===== src/rtl/stopwatch_bcd_core.sv =====
// Stopwatch timebase: debounced start/stop/clear control, prescaled cascaded BCD counter, packed digits out.
// Optional lap-hold display freeze is built only when the macro LAP_HOLD_EN is defined.

module stopwatch_btn_deb #(
    parameter int DEB_CYCLES = 1000000
) (
    input  logic clk,
    input  logic rst,
    input  logic btn_i,
    output logic press_o
);
    localparam int DW = $clog2(DEB_CYCLES);
    localparam logic [DW-1:0] DEB_MAX = DW'(DEB_CYCLES - 1);

    logic          sync0_q;
    logic          sync1_q;
    logic          level_q;
    logic          level_d;
    logic          level_prev_q;
    logic [DW-1:0] cnt_q;
    logic [DW-1:0] cnt_d;

    // A level change is accepted only after DEB_CYCLES consecutive disagreeing samples.
    always_comb begin
        level_d = level_q;
        cnt_d   = cnt_q;
        if (sync1_q == level_q) begin
            cnt_d = '0;
        end else if (cnt_q == DEB_MAX) begin
            level_d = sync1_q;
            cnt_d   = '0;
        end else begin
            cnt_d = cnt_q + 1'b1;
        end
    end

    // Synchronizer, debounce state and edge-detect history.
    always_ff @(posedge clk) begin
        if (rst) begin
            sync0_q      <= 1'b0;
            sync1_q      <= 1'b0;
            level_q      <= 1'b0;
            level_prev_q <= 1'b0;
            cnt_q        <= '0;
        end else begin
            sync0_q      <= btn_i;
            sync1_q      <= sync0_q;
            level_q      <= level_d;
            level_prev_q <= level_q;
            cnt_q        <= cnt_d;
        end
    end

    assign press_o = level_q & ~level_prev_q;
endmodule

module stopwatch_bcd_core #(
    parameter int TICK_DIV   = 1000000,
    parameter int DEB_CYCLES = 1000000,
    parameter int NDIG       = 8
) (
    input  logic              clk,
    input  logic              rst,
    input  logic              btn_ss,
    input  logic              btn_clr,
    input  logic              btn_lap,
    output logic [4*NDIG-1:0] bcd,
    output logic              running,
    output logic              tick,
    output logic              ovf
);
    localparam int PW = $clog2(TICK_DIV);
    localparam logic [PW-1:0] PRESC_MAX = PW'(TICK_DIV - 1);

    typedef enum logic [1:0] {
        S_IDLE  = 2'd0,
        S_RUN   = 2'd1,
        S_PAUSE = 2'd2
    } state_t;

    state_t            state_q;
    logic              running_q;
    logic              tick_q;
    logic              ovf_q;
    logic              ovf_d;
    logic [PW-1:0]     presc_q;
    logic [PW-1:0]     presc_d;
    logic [4*NDIG-1:0] cnt_q;
    logic [4*NDIG-1:0] cnt_d;
    logic              wrap_s;
    logic              ss_press_s;
    logic              clr_press_s;
    logic              clr_accept_s;

    stopwatch_btn_deb #(.DEB_CYCLES(DEB_CYCLES)) u_deb_ss (
        .clk    (clk),
        .rst    (rst),
        .btn_i  (btn_ss),
        .press_o(ss_press_s)
    );

    stopwatch_btn_deb #(.DEB_CYCLES(DEB_CYCLES)) u_deb_clr (
        .clk    (clk),
        .rst    (rst),
        .btn_i  (btn_clr),
        .press_o(clr_press_s)
    );

    // Clear is refused while running; outside RUN it beats a simultaneous start/stop.
    assign clr_accept_s = clr_press_s && (state_q != S_RUN);

    // Start/pause/clear state machine with registered running flag.
    always_ff @(posedge clk) begin
        if (rst) begin
            state_q   <= S_IDLE;
            running_q <= 1'b0;
        end else begin
            case (state_q)
                S_IDLE: begin
                    if (clr_accept_s) begin
                        state_q   <= S_IDLE;
                        running_q <= 1'b0;
                    end else if (ss_press_s) begin
                        state_q   <= S_RUN;
                        running_q <= 1'b1;
                    end else begin
                        state_q   <= S_IDLE;
                        running_q <= 1'b0;
                    end
                end
                S_RUN: begin
                    if (ss_press_s) begin
                        state_q   <= S_PAUSE;
                        running_q <= 1'b0;
                    end else begin
                        state_q   <= S_RUN;
                        running_q <= 1'b1;
                    end
                end
                S_PAUSE: begin
                    if (clr_accept_s) begin
                        state_q   <= S_IDLE;
                        running_q <= 1'b0;
                    end else if (ss_press_s) begin
                        state_q   <= S_RUN;
                        running_q <= 1'b1;
                    end else begin
                        state_q   <= S_PAUSE;
                        running_q <= 1'b0;
                    end
                end
                default: begin
                    state_q   <= S_IDLE;
                    running_q <= 1'b0;
                end
            endcase
        end
    end

    // Prescaler and digit cascade; prescaler holds outside RUN so resume keeps the fraction.
    always_comb begin
        logic carry_v;
        presc_d = presc_q;
        cnt_d   = cnt_q;
        ovf_d   = ovf_q;
        wrap_s  = 1'b0;
        carry_v = 1'b0;
        if (clr_accept_s) begin
            presc_d = '0;
            cnt_d   = '0;
            ovf_d   = 1'b0;
        end else if (state_q == S_RUN) begin
            if (presc_q == PRESC_MAX) begin
                presc_d = '0;
                wrap_s  = 1'b1;
            end else begin
                presc_d = presc_q + 1'b1;
            end
            carry_v = wrap_s;
            for (int i = 0; i < NDIG; i++) begin
                if (!carry_v) begin
                    cnt_d[4*i +: 4] = cnt_q[4*i +: 4];
                end else if (cnt_q[4*i +: 4] == 4'd9) begin
                    cnt_d[4*i +: 4] = 4'd0;
                end else begin
                    cnt_d[4*i +: 4] = cnt_q[4*i +: 4] + 4'd1;
                    carry_v         = 1'b0;
                end
            end
            ovf_d = ovf_q | carry_v;
        end else begin
            presc_d = presc_q;
            cnt_d   = cnt_q;
            ovf_d   = ovf_q;
        end
    end

    // Counter, prescaler, overflow and tick registers.
    always_ff @(posedge clk) begin
        if (rst) begin
            presc_q <= '0;
            cnt_q   <= '0;
            ovf_q   <= 1'b0;
            tick_q  <= 1'b0;
        end else begin
            presc_q <= presc_d;
            cnt_q   <= cnt_d;
            ovf_q   <= ovf_d;
            tick_q  <= wrap_s;
        end
    end

`ifdef LAP_HOLD_EN
    logic              lap_press_s;
    logic              lap_accept_s;
    logic              hold_q;
    logic              hold_d;
    logic [4*NDIG-1:0] bcd_q;
    logic [4*NDIG-1:0] bcd_d;

    stopwatch_btn_deb #(.DEB_CYCLES(DEB_CYCLES)) u_deb_lap (
        .clk    (clk),
        .rst    (rst),
        .btn_i  (btn_lap),
        .press_o(lap_press_s)
    );

    assign lap_accept_s = lap_press_s && (state_q != S_IDLE);

    // Hold toggling; the display snapshot is taken on the entry edge and kept while held.
    always_comb begin
        hold_d = hold_q;
        bcd_d  = cnt_d;
        if (clr_accept_s) begin
            hold_d = 1'b0;
        end else if (lap_accept_s) begin
            hold_d = ~hold_q;
        end else begin
            hold_d = hold_q;
        end
        if (hold_q && hold_d) begin
            bcd_d = bcd_q;
        end else begin
            bcd_d = cnt_d;
        end
    end

    // Display register for the held or live count.
    always_ff @(posedge clk) begin
        if (rst) begin
            hold_q <= 1'b0;
            bcd_q  <= '0;
        end else begin
            hold_q <= hold_d;
            bcd_q  <= bcd_d;
        end
    end

    assign bcd = bcd_q;
`else
    logic lap_unused_s;
    assign lap_unused_s = btn_lap;
    assign bcd          = cnt_q;
`endif

    assign running = running_q;
    assign tick    = tick_q;
    assign ovf     = ovf_q;
endmodule


===== config.mk =====
export PLATFORM = sky130hd
export DESIGN_NAME = stopwatch_bcd_core
export DESIGN_NICKNAME = d
export VERILOG_FILES = /design/src/rtl/stopwatch_bcd_core.sv
export SDC_FILE = /design/constraint.sdc
export NUM_CORES = 1
export LEC_CHECK = 0
export ABC_CLOCK_PERIOD_IN_PS = 2600
export CORE_MARGIN = 5
export CORE_UTILIZATION = 53
export DETAILED_ROUTE_END_ITERATION = 10
export GPL_TIMING_DRIVEN = 0
export HOLD_SLACK_MARGIN = 0.03
export PLACE_DENSITY = 0.74
export SLEW_MARGIN = 15
export SYNTH_ARGS = -nofsm -noshare
export SYNTH_HDL_FRONTEND = slang
export SYNTH_SLANG_ARGS = --single-unit

===== constraint.sdc =====
create_clock -name clk -period 2.6 [get_ports clk]
set_input_delay 0.52 -clock clk [delete_from_list [all_inputs] [get_ports clk]]
set_output_delay 0.52 -clock clk [all_outputs]
set_load 0.005 [all_outputs]

==> results.yml <==
cts:
  numCtsBuffers: 9
  clock_latency_ns: 0.37
  cts.path.max_buffers: 2
  h-tree-depth: 3
  path_clk_slew_ns: 0.09
  cts_tree: "done"
  clock-sinks: 105
  root_buffer: "clkbuf_8"
yosys:
  synth_cell_types: 49
  avgSynthCellArea_sq_um: 8.62
  syn_area_sq_um: 4810
  synth_top_flop_cell: "dfxtp_1"
  synth_top_area_share_pct: 43.7
  syn_inst: 558
  synthTopCellsByArea: "dfxtp_1, nor2_1, xor2_1, xnor2_1, nand4_1"
  yosysMostFrequentCell: "dfxtp_1"
  yosys_register_bits: 105
  yosys.area.top_type: "dfxtp_1"
  synth_nets: 566
  synth-warning-count: 0
  synth-edff-count: 0
  synthTopCellsByCount: "dfxtp_1, nor2_1, xor2_1"
  synthArstFlopShare_pct: 0
  synth_seq_area_share_pct: 43.7
flow_run:
  max_cap_violations: 0
power:
  pwr-share-comb_pct: 1.5
  switching_share_pct: 21.3
  p_switching_w: 0.000566
  p_clk_share_pct: 37.8
  power.share.sequential_pct: 60.7
  power_per_cell_area_nw_per_um2: 481
  internal_power_w: 0.00209
  p_leak_nw: 1.89
  vdd_drop_max_uv: 242
cells_and_area:
  diodes: 0
  drive_above_1_share_pct: 6.21
  fin_nets: 615
  finalNonFillerCells: 720
  ff_latch_area_sq_um: 2100
  syn_to_final_growth_pct: 14.8
  nFillCells: 759
  multiInputGateArea_sq_um: 2540
critical_path:
  path_class: "reg2reg"
  cp-end-kind: "register"
  crit_path_start: "presc_q[0]"
  critPathSlowestCell: "dfxtp_1"
  worstPathMaxFanout: 10
  reg2reg_from: "presc_q[0]"
  cp.arrival_ns: 2.53
  start_kind: "register"
  critPathRequiredTime_ns: 2.89
  worstPathCellList: "ha_1, nand3_1, nor3_1, buf_2, nand4_1, or3_1, a21oi_1"
  max_stage_delay_ns: 0.41
placed_design:
  dpl_worst_slack_ns: 0.277
  place_inst: 704
  hpwl_um: 7040
  place_congestion: 0.828
  io_buffers: 38
sta:
  setup-violations-final: 0
  period_needed_ns: 2.24
  setup_slack_ns: 0.356
  fmax_mhz: 446
  fin_crit_sh_pct: 86.3
  finalHoldViolations: 0
  grt_setup_unrepaired: "no"
  fin_skew_ns: 0.0146
  fin_tns_setup_ns: 0
  max-slew-margin-rel_pct: 42.6
  slew_viol_final: 0
  worst_slew_pin_slew_ns: 0.853
die:
  core-area_sq_um: 8760
  die_h_um: 105
  die_x_um: 105
  io_pins: 40
  start_util_pct: 54.9
  row_count: 34
  die-area_sq_um: 11100
hold_path:
  min-delay-start: "u_deb_ss.sync0_q"
  hp-class: "reg2reg"
global_route:
  antenna_found_initial: 0
  grt_pass1_wl_um: 17100
  grt_pass1_vias: 3698
  gr-total-overflow: 0
  grt_max_degree: 17
  grt_usage_pct: 18.3
detailed_routing:
  wirelength_um: 9920
  wire_per_inst_um: 13.8
  drtAntennaViolNets: 0
  drt-vias-per-instance: 5.51
  drt_pass1_iterations: 4
  drc: 0
  drt_iter0_markers: 188
  vias: 3968
outcome:
  status: "finished, final reports clean"
==> logic make-up after synthesis <==
kind of cell	count (synthesis)	synth area share, %
flops	105	43.7
fa+ha+maj	3	0.781
buf+inv	36	3.38
xor+xnor	63	11.5
simple gates	293	32.4
compound gates	45	5.46
mux	13	2.73
==> power groups by stage <==
stage / clock network (W) / logic, W / registers, W
finish: 0.00100 / 0.0000404 / 0.00161
detailed placement: 0 / 0.0000398 / 0.00165
global placement: 0 / 0.0000396 / 0.00165
CTS: 0.00104 / 0.0000402 / 0.00161
global route: 0.00111 / 0.0000452 / 0.00161
floorplan: 0 / 0.0000240 / 0.00165
==> final timing paths <==
path / endpoint / slack, ns / cells past startpoint
worst max-delay path: bcd[9] / 0.36 / 7
worst min-delay path: u_deb_ss.sync1_q / 0.46 / 1
worst max register to register: bcd[9] / 0.36 / 7
worst min register to register: u_deb_ss.sync1_q / 0.46 / 1
==> final cells by class <==
| type | instances | area share (%) |
|---|---|---|
| Clock inverter | 5 | 0.997 |
| Sequential cell | 105 | 38.1 |
| Inverter | 15 | 1.02 |
| Timing Repair Buffer | 38 | 6.89 |
| Multi-Input combinational cell | 417 | 46.1 |
| Buffer | 21 | 1.95 |
| Tap cell | 108 | 2.45 |
| Clock buffer | 11 | 2.56 |
==> routing by layer <==
layer / up-vias / global-route usage [%] / share of wire, %
met5: - / 0 / 0
met4: 0 / 5.84 / 1.4
met3: 14 / 4.22 / 3.6
met2: 68 / 30.5 / 48
met1: 1857 / 23.6 / 47
li1: 2029 / - / -
==> stage by stage <==
step	power, W	util [%]	hold WS, ns	area [sq um]
2_1_floorplan	0.00167	-	0.414	4810
3_3_place_gp	0.00169	60.8	0.431	5320
3_5_place_dp	0.00169	60.8	0.441	5320
4_1_cts	0.00269	63.0	0.462	5520
5_1_grt	0.00277	63.0	0.473	5520
6_report	0.00266	63.0	0.458	5520
==> cell usage in the layout (no fill, tap or decap), types with 10 or more instances in the layout <==
master	count
nor2_1	99
nand2_1	37
inv_1	15
o21ai_0	12
dfxtp_1	105
nand3_1	34
nor2b_1	15
a21oi_1	20
xnor2_1	24
xor2_1	39
clkbuf_1	10
nor3_1	12
and3_1	11
mux2i_1	12
clkdlybuf4s50_1	38
nand4_1	31
clkbuf_8	10
==> critical path: cells and delay by family, from the launching register on <==
kind,cells,cell delay [ns]
AO/OA/AOI/OAI,1,0.14
AND/OR/NAND/NOR,4,1.12
buffers and inverters,1,0.29
flip-flops,1,0.41
adder cells (fa/ha/maj),1,0.21
==> flip-flops by register name, summed over array words and instances (netlist names) <==
name / count
ovf: 1
u_deb_clr.level_q: 1
tick: 1
u_deb_ss.level_q: 1
running: 1
u_deb_ss.level_prev_q: 1
u_deb_clr.level_prev_q: 1
u_deb_ss.cnt_q: 20
bcd: 32
u_deb_clr.sync0_q: 1
state_q: 2
u_deb_clr.cnt_q: 20
presc_q: 20
u_deb_ss.sync1_q: 1
u_deb_ss.sync0_q: 1
u_deb_clr.sync1_q: 1
==> repair_timing <==
| item | in CTS | in global routing |
|---|---|---|
| resized for setup | 0 | 1 |
| buffers inserted | 0 | 0 |
| hold buffers | 0 | 0 |
| hold endpoints to repair | 0 | 0 |
| endpoints found under the setup margin | 0 | 5 |
(Power assumes the default switching activity.)
